[src/rtl/pc_fetch_ctrl_pkg.sv]
// Shared definitions for the fetch-stage PC sequencer: state encodings and
// default reset/exception addresses.
package pc_fetch_ctrl_pkg;

  typedef enum logic [1:0] {
    StRun   = 2'd0,
    StHold  = 2'd1,
    StRedir = 2'd2
  } fetch_state_e;

  localparam logic [31:0] DefResetPc   = 32'h0000_3000;
  localparam logic [31:0] DefExcVector = 32'h0000_4180;
  localparam logic [31:0] DefImBase    = 32'h0000_3000;
  localparam logic [31:0] DefImSize    = 32'h0000_1000;

endpackage

[src/rtl/pc_fetch_ctrl_if.sv]
// Fetch-control bundle: hazard/NPC/CP0 requests in, registered PC and status out.
interface pc_fetch_ctrl_if;

  logic        stall;
  logic [31:0] npc;
  logic        d_is_brjmp;
  logic        exc_req;
  logic        eret_req;
  logic [31:0] epc;
  logic [31:0] pc;
  logic        f_bd;
  logic        f_adel;
  logic [1:0]  state;

  modport master (
    output stall, npc, d_is_brjmp, exc_req, eret_req, epc,
    input  pc, f_bd, f_adel, state
  );

  modport slave (
    input  stall, npc, d_is_brjmp, exc_req, eret_req, epc,
    output pc, f_bd, f_adel, state
  );

endinterface

[src/rtl/pc_fetch_ctrl_range_chk.sv]
// Combinational AdEL detector: flags a fetch address that is misaligned or
// outside the instruction memory window.
module pc_fetch_ctrl_range_chk
  import pc_fetch_ctrl_pkg::*;
#(
  parameter logic [31:0] IM_BASE = DefImBase,
  parameter logic [31:0] IM_SIZE = DefImSize
) (
  input  logic [31:0] pc,
  output logic        f_adel
);

  // 33-bit limit so a window ending at the top of the address space cannot wrap.
  localparam logic [32:0] ImLimit = {1'b0, IM_BASE} + {1'b0, IM_SIZE};

  logic misaligned;
  logic below;
  logic above;

  always_comb begin
    misaligned = |pc[1:0];
    below      = pc < IM_BASE;
    above      = {1'b0, pc} >= ImLimit;
    f_adel     = misaligned | below | above;
  end

endmodule

[src/rtl/pc_fetch_ctrl.sv]
// Fetch-stage PC sequencer: owns PC and the delay-slot flag, selecting between
// NPC, exception vector and ERET return address under hazard stalls.
module pc_fetch_ctrl
  import pc_fetch_ctrl_pkg::*;
#(
  parameter logic [31:0] RESET_PC   = DefResetPc,
  parameter logic [31:0] EXC_VECTOR = DefExcVector,
  parameter logic [31:0] IM_BASE    = DefImBase,
  parameter logic [31:0] IM_SIZE    = DefImSize
) (
  input logic             clk,
  input logic             reset,
  pc_fetch_ctrl_if.slave  bus
);

  fetch_state_e state_q, state_d;
  logic [31:0]  pc_q, pc_d;
  logic         bd_q, bd_d;

  always_ff @(posedge clk) begin
    if (!reset) begin
      state_q <= StRun;
      pc_q    <= RESET_PC;
      bd_q    <= 1'b0;
    end else begin
      state_q <= state_d;
      pc_q    <= pc_d;
      bd_q    <= bd_d;
    end
  end

  always_comb begin
    state_d = state_q;
    pc_d    = pc_q;
    bd_d    = bd_q;
    case (state_q)
      StRun, StHold: begin
        if (bus.exc_req) begin
          pc_d    = EXC_VECTOR;
          bd_d    = 1'b0;
          state_d = StRedir;
        end else if (bus.eret_req) begin
          pc_d    = bus.epc;
          bd_d    = 1'b0;
          state_d = StRedir;
        end else if (bus.stall) begin
          state_d = StHold;
        end else begin
          pc_d    = bus.npc;
          bd_d    = bus.d_is_brjmp;
          state_d = StRun;
        end
      end
      StRedir: begin
        // Pipeline was just flushed, so a stall here refers to stale state.
        if (bus.exc_req) begin
          pc_d    = EXC_VECTOR;
          bd_d    = 1'b0;
        end else if (bus.eret_req) begin
          pc_d    = bus.epc;
          bd_d    = 1'b0;
        end else begin
          pc_d    = bus.npc;
          bd_d    = bus.d_is_brjmp;
          state_d = StRun;
        end
      end
      default: state_d = StRun;
    endcase
  end

  pc_fetch_ctrl_range_chk #(
    .IM_BASE (IM_BASE),
    .IM_SIZE (IM_SIZE)
  ) u_range_chk (
    .pc     (pc_q),
    .f_adel (bus.f_adel)
  );

  assign bus.pc    = pc_q;
  assign bus.f_bd  = bd_q;
  assign bus.state = state_q;

endmodule
[src/flat_wrapper.sv]
// flat-port wrapper written by rule: the top's interface ports become plain ports
module pc_fetch_ctrl_flat import pc_fetch_ctrl_pkg::*;
#(
  parameter logic [31:0] RESET_PC   = DefResetPc,
  parameter logic [31:0] EXC_VECTOR = DefExcVector,
  parameter logic [31:0] IM_BASE    = DefImBase,
  parameter logic [31:0] IM_SIZE    = DefImSize
)
  (clk, reset, bus_stall, bus_npc, bus_d_is_brjmp, bus_exc_req, bus_eret_req, bus_epc, bus_pc, bus_f_bd, bus_f_adel, bus_state);
  pc_fetch_ctrl_if bus_i ();
  input logic clk;
  input logic reset;
  input wire logic [$bits(bus_i.stall)-1:0] bus_stall;
  input wire logic [$bits(bus_i.npc)-1:0] bus_npc;
  input wire logic [$bits(bus_i.d_is_brjmp)-1:0] bus_d_is_brjmp;
  input wire logic [$bits(bus_i.exc_req)-1:0] bus_exc_req;
  input wire logic [$bits(bus_i.eret_req)-1:0] bus_eret_req;
  input wire logic [$bits(bus_i.epc)-1:0] bus_epc;
  output wire logic [$bits(bus_i.pc)-1:0] bus_pc;
  output wire logic [$bits(bus_i.f_bd)-1:0] bus_f_bd;
  output wire logic [$bits(bus_i.f_adel)-1:0] bus_f_adel;
  output wire logic [$bits(bus_i.state)-1:0] bus_state;
  assign bus_i.stall = bus_stall;
  assign bus_i.npc = bus_npc;
  assign bus_i.d_is_brjmp = bus_d_is_brjmp;
  assign bus_i.exc_req = bus_exc_req;
  assign bus_i.eret_req = bus_eret_req;
  assign bus_i.epc = bus_epc;
  assign bus_pc = bus_i.pc;
  assign bus_f_bd = bus_i.f_bd;
  assign bus_f_adel = bus_i.f_adel;
  assign bus_state = bus_i.state;
  pc_fetch_ctrl #(.RESET_PC(RESET_PC), .EXC_VECTOR(EXC_VECTOR), .IM_BASE(IM_BASE), .IM_SIZE(IM_SIZE)) u_core (.clk(clk), .reset(reset), .bus(bus_i));
endmodule
[config.mk]
export PLATFORM = sky130hd
export DESIGN_NAME = pc_fetch_ctrl_flat
export DESIGN_NICKNAME = d
export VERILOG_FILES = /design/src/rtl/pc_fetch_ctrl_pkg.sv /design/src/rtl/pc_fetch_ctrl_if.sv /design/src/rtl/pc_fetch_ctrl_range_chk.sv /design/src/rtl/pc_fetch_ctrl.sv /design/src/flat_wrapper.sv
export SDC_FILE = /design/constraint.sdc
export NUM_CORES = 1
export LEC_CHECK = 0
export CAP_MARGIN = 20
export CORE_ASPECT_RATIO = 0.7
export CORE_MARGIN = 5
export CORE_UTILIZATION = 33
export DETAILED_ROUTE_END_ITERATION = 10
export GPL_ROUTABILITY_DRIVEN = 0
export GPL_TIMING_DRIVEN = 0
export PLACE_DENSITY = 0.79
export SLEW_MARGIN = 0
export SYNTH_ARGS = -nofsm -noshare
export SYNTH_HDL_FRONTEND = slang
export SYNTH_SLANG_ARGS = --single-unit
[constraint.sdc]
create_clock -name clk -period 1.4 [get_ports clk]
set_input_delay 0.21 -clock clk [delete_from_list [all_inputs] [get_ports clk]]
set_output_delay 0.21 -clock clk [all_outputs]
set_load 0.02 [all_outputs]
==> After elaboration in Yosys (flattened, before gate mapping) <==
Index checks and enable logic that the tools add are counted.
{ "totals": {"ff_bits": 35, "latchBits": 0, "mem_bits_rw": 0, "mem_bits_ro": 0, "inputBits": 70, "elab_cells": 36, "memories": 0} }
{ "classes": {"n_addsub": 0, "multipliers": 0, "div": 0, "magnitude_cmp": 2, "eq_ne": 5, "n_shift": 0, "n_mux": 18, "bitwise": 2, "reduce_logical": 6} }
{ "op_table": {"columns": ["operator", "count"], "rows": [
  ["32-bit 2-to-1 mux", 5],
  ["32-bit one-hot mux with 2 select lines", 1],
  ["32-bit by 15-bit greater-or-equal comparator with 1-bit output (second input constant)", 1],
  ["32-bit by 14-bit < comparator with 1-bit output (second input constant)", 1],
  ["2-bit 2-to-1 mux", 4],
  ["1-bit 2-to-1 mux", 6],
  ["2-bit inequality test (second input constant)", 2],
  ["4-bit inequality test (second input constant)", 1],
  ["2-bit one-hot mux with 2 select lines", 1],
  ["2-bit AND reduction", 2],
  ["2-bit OR reduction", 2],
  ["2-bit by 1-bit equality test with 1-bit output (second input constant)", 1],
  ["2-bit equality test (second input constant)", 1],
  ["2-bit logical NOT", 1],
  ["1-bit OR", 2],
  ["1-bit one-hot mux with 2 select lines", 1],
  ["2-bit nonzero test", 1]
]} }

==> Longest topological paths before layout <==
Gate-level depths: netlist (run 1).
{ "depth": {"ltp_word": 4, "ltp_mapped": 6, "mapped_depth_nobuf": 3} }

==> Modules after synthesis <==
Synthesis (run 1) repeated with hierarchy kept, for this count alone.
{ "hier_totals": {"cells_unflattened": 174, "hier_area_um2": 1755.4} }
{ "modules_own_cells": {"columns": ["mod", "n_inst", "cells_each", "area_each_um2", "seq_area_each_um2"], "rows": [
  ["pc_fetch_ctrl", 1, 167, 1704.1, 700.7],
  ["pc_fetch_ctrl_range_chk", 1, 7, 51.3, 0.0]
]} }

==> Worst setup path after synthesis (run 1) <==
OpenSTA, ideal clock, no wires.
{ "synth_timing": {"path_kind": "reg-to-output", "start": "reg u_core.pc_q[17], in the netlist u_core.bus.pc[17]", "end": "out bus_f_adel", "t_arrival_ns": 1.463, "t_required_ns": 1.190, "path_slack_ns": -0.273, "path_stages_with_launch": 3, "path_buffers": 0, "path_cell_list": "dfxtp_1 or4_1 or4_1"} }
{ "synth_between": {"elab_chain_cells": 3} }
{ "synth_lines": {"columns": ["item", "line", "source"], "rows": [
  ["start: declaration", "pc_fetch_ctrl.sv:17", "logic [31:0] pc_q, pc_d;"],
  ["start signal: assignment", "pc_fetch_ctrl.sv:27", "pc_q <= pc_d;"],
  ["32-bit by 14-bit < comparator with 1-bit output", "pc_fetch_ctrl_range_chk.sv:22", "below = pc < IM_BASE;"],
  ["1-bit OR", "pc_fetch_ctrl_range_chk.sv:24", "f_adel = misaligned | below | above;"],
  ["1-bit OR (*)", "pc_fetch_ctrl_range_chk.sv:24", null],
  ["end: declaration", "flat_wrapper.sv:21", "output wire logic [$bits(bus_i.f_adel)-1:0] bus_f_adel;"]
]} }
Mark *: on every way between the ends. The rest lies on a longest branch, timed or not.

==> Worst setup path after layout (run 1) <==
{ "layout_timing": {"start": "reg u_core.pc_q[16], in the netlist u_core.bus.pc[16]", "end": "out bus_f_adel"} }
The elaborated chain is that of the path after synthesis.

==> impl_metrics.tcl, run 1 <==
set metrics [dict create \
    track_usage_pct 17.5 \
    finalSetupViolCount 1 \
    first_pass_iters 4 \
    grt_pass1_vias 2023 \
    fmax_mhz 518 \
    placed_cells 349 \
    power.density_nw_per_um2 787 \
    setup_tns_ns -0.529 \
    num_rows 22 \
    grt_pass1_wl_mm 9.90 \
    startpoint_type "flop" \
    finalPower_uw 2400 \
    slowest_stage "or4_4" \
    cts_sinks 35 \
    setup_ws_ns -0.529 \
    dp_hpwl_mm 4.61 \
    ys_top_cells_by_area "dfxtp_1 (40%), mux2i_1 (17%), a31o_1 (14%)" \
    diodes 0 \
    cp.required_ns 1.19 \
    detail-route-antenna-nets 0 \
    worst_ir_drop_vdd_v 0.000465 \
    p_int_uw 1750 \
    power_frac_comb_pct 26.8 \
    clk_pin_slew_worst_paths_ns 0.06 \
    cp_num_buf_inv 1 \
    synth.cell_area_um2 1740 \
    cts_buffers 5 \
    crit_family "simple AND/OR/NAND/NOR gates" \
    critical_path_class "reg -> out" \
    status "complete, but fails checks" \
    clk_latency_ns 0.28 \
    wirelength_mm 6.08 \
    io_pins 106 \
    layout.nets 355 \
    initial_core_util_pct 33.6 \
    finalCritPeriodShare_pct 138 \
    critical-path-max-stage-delay_ns 0.51 \
    finalNonFillerCells 356 \
    min_period_ns 1.93 \
    yosys_warnings 0 \
    p_seq_share_pct 45.9 \
    avgSynthCellArea_um2 9.99 \
    synthesis.nets 244 \
    final_cell_mix "clkdlybuf4s50_1 (67), dlygate4sd2_1 (35), mux2i_1 (29), dfxtp_1 (29), a31o_1 (27)" \
    arrival_ns 1.72 \
    routedWlPerCell_um 17.1 \
    die_w_um 96.7 \
    switching_share_pct 27.1 \
    clkPwrFrac_pct 27.2 \
    htree_levels 2 \
    worstHoldPathType "in -> reg" \
    root_buffer "clkbuf_8" \
    synth.distinct_cells 22 \
    drive_gt1_share_pct 18.7 \
    ys_seq_area_share_pct 40.3 \
    die_h_um 70.7 \
    grt_max_degree 11 \
    final_common_cell "clkdlybuf4s50_1" \
    area_delta_synth_final_pct 75.5 \
    cts_buffer_depth 2 \
    via_per_inst 5.25 \
    endpoint_kind "output port" \
    holdWs_ns 0.329 \
    synthCells 174 \
    fillCellCount 485 \
    synth.largest_area_cell "dfxtp_1" \
    area.sequential_um2 708 \
    netlist.area_leader.share_pct 40.3 \
    rsz0062_at_grt "true" \
    cts-hold-fix-buffers 0 \
    antenna_found_initial 0 \
    yosys_register_bits 35 \
    route.detailed.drc 0 \
    crit_chain "nor4b_4, nand4_1, or4_4, buf_6" \
    violations "negative setup slack" \
    skew_ns 0.00538 \
    portBuffers 103 \
    p_leak_uw 0.00131 \
    drt_iter0_markers 68 \
    switching_power_uw 652 \
    die-area_um2 6840 \
    maxSlewViolCount 0 \
    maxCapViolations 0 \
    fin_area_um2 3050 \
    slew_headroom_pct 78.0 \
    overflow 0 \
    core_area_um2 5170 \
    multi_input_area_um2 1050 \
    place_area_um2 2870 \
    vias 1869 \
    cts_tree "done" \
    finalHoldViolations 0 \
    tightest_slew_ns 0.330 \
    cp_max_fo 3 \
]
==> final timing paths <==
| kind | from | endpoint | slack, ns | depth (start not counted) |
|---|---|---|---|---|
| setup / recovery | u_core.bus.pc[16] | bus_f_adel | -0.53 | 4 |
| hold / removal | bus_exc_req | u_core.bus.pc[12] | 0.33 | 2 |
| setup reg to reg | u_core.bus.state[1] | u_core.bus.pc[14] | 0.07 | 5 |
| hold reg to reg | u_core.bus.pc[5] | u_core.bus.pc[5] | 0.47 | 1 |
==> timing repair <==
| action | 4_1_cts | 5_1_grt |
|---|---|---|
| setup endpoints to repair | 71 | 31 |
| setup buffers | 2 | 0 |
| endpoints found under the hold margin | 0 | 0 |
| gates resized for setup | 58 | 29 |
| pin swaps | 4 | 1 |
==> cell families (layout without fill, tap and decap cells) <==
logic type             Yosys count  after routing  synth area share, %
flip-flops                      35             35                 40.3
AND/OR/NAND/NOR                 46             46                 18.0
multiplexers                    29             29                 16.7
AO/OA/AOI/OAI                   42             42                 19.4
buffers and inverters           22            132                 5.62
==> state kept, by name, indices dropped and copies added (netlist names) <==
register	cells
u_core.bus.pc	32
u_core.bus.f_bd	1
u_core.bus.state	2
==> final cells by class <==
type	count	share of cell area, %
clock buffers	6	2.38
flip-flops and latches	35	23.2
repair buffers	105	32.9
well taps	72	2.95
multi-input cells	117	34.3
plain buffers	21	4.22
==> cells in the mapped netlist, drive strengths merged <==
cell type / number
a211oi: 3
a31o: 27
and2: 2
buf: 12
clkbuf: 10
dfxtp: 35
mux2i: 29
nand2b: 1
nand3: 1
nand4: 1
nor2: 1
nor2b: 3
nor3b: 1
nor4: 29
nor4b: 3
o211ai: 4
o21ai: 6
o311ai: 2
or2: 1
or3b: 1
or4: 2
==> worst register-to-register path, cell delays in order, from the launching register on <==
cell and delay (ns):
dfxtp_2 0.36, nor4b_4 0.05, buf_4 0.17, buf_4 0.15, or3b_4 0.40, o21ai_2 0.14
==> stage by stage <==
step	util, %	setup WS (ns)
after global placement	55.5	-0.868
after global routing	58.9	-0.555
after CTS	57.3	-0.547
final	58.9	-0.529
after floorplan	-	-0.122
after detailed placement	55.5	-0.805
==> per-layer routing <==
| metal | global-route usage, % | vias up | routed length, um |
|---|---|---|---|
| li1 | - | 910 | - |
| met2 | 27.4 | 69 | 2800 |
| met5 | 0 | - | 0 |
| met4 | 4.83 | 0 | 61 |
| met3 | 6.90 | 6 | 471 |
| met1 | 22.6 | 884 | 2750 |
==> power by group through the flow <==
stage | clock [uW] | sequential, uW | combinational [uW]
after CTS | 662 | 1100 | 626
after global placement | 0 | 1110 | 635
final | 654 | 1100 | 644
after detailed placement | 0 | 1120 | 645
after floorplan | 0 | 1180 | 214
after global routing | 709 | 1110 | 691
Note: power is estimated with default switching activity, not from simulation.
==> inputs of run 2 (changes only) <==
--- a/config.mk
+++ b/config.mk
@@ -5,6 +5,7 @@
 export SDC_FILE = /design/constraint.sdc
 export NUM_CORES = 1
 export LEC_CHECK = 0
+export ABC_CLOCK_PERIOD_IN_PS = 1400
 export CAP_MARGIN = 20
 export CORE_ASPECT_RATIO = 0.7
 export CORE_MARGIN = 5
==> results of run 2 <==
The final DEF is identical to that of run 1; final timing and power are the same.
==> RTL change: new RTL, flow settings as in run 2 <==
Make the reset (`reset`) asynchronous in one clocked block.
--- a/src/rtl/pc_fetch_ctrl.sv
+++ b/src/rtl/pc_fetch_ctrl.sv
@@ -17,7 +17,7 @@
   logic [31:0]  pc_q, pc_d;
   logic         bd_q, bd_d;
 
-  always_ff @(posedge clk) begin
+  always_ff @(posedge clk or negedge reset) begin
     if (!reset) begin
       state_q <= StRun;
       pc_q    <= RESET_PC;
Function: differs if reset is asserted again (counterexample within 4 cycles, from zero or initial values and one cycle with reset low); with reset held inactive, the same outputs for 10 cycles.
==> RTL change against run 2 <==
  * The flow still finishes with violations (setup timing)
  * Setup slack worse by 0.062 ns
  * Utilization is 0.55 points higher
  * Total power is 12% higher
  * Sequential cell count stayed put
  * Critical path type unchanged
  * Highest routed layer unchanged
  * Count of clock-buffer cells in the layout is 1 higher
  * Non-clock buffer count is 5 higher
  * Routed wire length is 6.3% lower
  * Clock skew is 0.0016 ns higher
  * Synthesized area is 16% higher
  * Cell area is 13% higher
  * Synthesized cell count is 9.8% lower
  * Largest cell class unchanged
  * Die area is 14% higher
  * Sequential power is 5% higher
==> RTL change: results (changes against run 2) <==
Logic inverters 1 (+1); register area share after synthesis 0.436 (+0.0329); #MultiIn Comb 109 (-6.8%); multi-input logic portion of the cell area 0.315 (-0.0286); fill count 506 (+4.3%); status finished with violations; Post-Syn Area per Cell 12.8 sq um (+28%); Synth Area in Compound Gates 0.0193 (-0.174); Util after Layout 0.595 (+0.00546); DP HPWL 4260 um (-7.4%); layout clock buffer count 7 (+1); Post-CTS Setup Inserts 14 (+12); fraction of registers with async set/reset 1.00 (+1.00); WL met1 2420 um (-12%); Storage cell area 881 sq um (+24%); mux cell area share after synthesis 0.382 (+0.215); Place WS -0.865 ns (-0.0597 ns); Worst Hold Class in -> async; maximum fanout along the worst path 2 (-1); cell count after placement 335 (-4.0%); global-route wire length before repair 8780 um (-11%); fin nets 353 (-0.56%); Vias 1660 (-11%); final setup fails 35 (+34); top cells by area, synth dfrtp_1 41%, mux2_4 22%, mux2i_1 15%; met2 Use GR 0.243 (-0.0308); violated checks setup timing; DR iter-0 viols 34 (-50%); PostCTS Resize Cnt 60 (+3.4%); Non-clock buffers, area share 0.376 (+0.00470); met3 routed WL 586 um (+24%); ys flop type dfrtp_1; worst setup margin -0.591 ns (-0.0620 ns); Critical Path AT 1.78 ns (+0.06 ns); actual slew at the worst max-slew pin 0.773 ns (+0.444 ns)
## RTL change: logic make-up after synthesis
group                  count (synthesis)
multiplexers                          62
AND/OR/NAND/NOR                       42
flip-flops                            35
buffers and inverters                 13
AO/OA/AOI/OAI                          5
## RTL change: where the power goes
group / switching (mW) / total, mW / internal (mW)
clock: 0.349 / 0.745 / 0.397
sequential: 0.0645 / 1.16 / 1.09
combinational: 0.321 / 0.799 / 0.478
total: 0.734 / 2.70 / 1.97
## RTL change: path summary, 6_finish.rpt
| kind | endpoint | depth (start not counted) | slack, ns | start |
|---|---|---|---|---|
| max reg2reg | u_core.bus.pc[4] | 6 | -0.19 | u_core.bus.state[1] |
| min reg2reg | u_core.bus.state[1] | 1 | 0.48 | u_core.bus.state[0] |
| min | u_core.bus.pc[5] | 1 | 0.003 | reset |
| max in group asynchronous | u_core.bus.pc[29] | 1 | 0.85 | reset |
| min in group clk | u_core.bus.state[0] | 3 | 0.28 | bus_eret_req |
| max | bus_f_adel | 3 | -0.59 | u_core.bus.pc[29] |
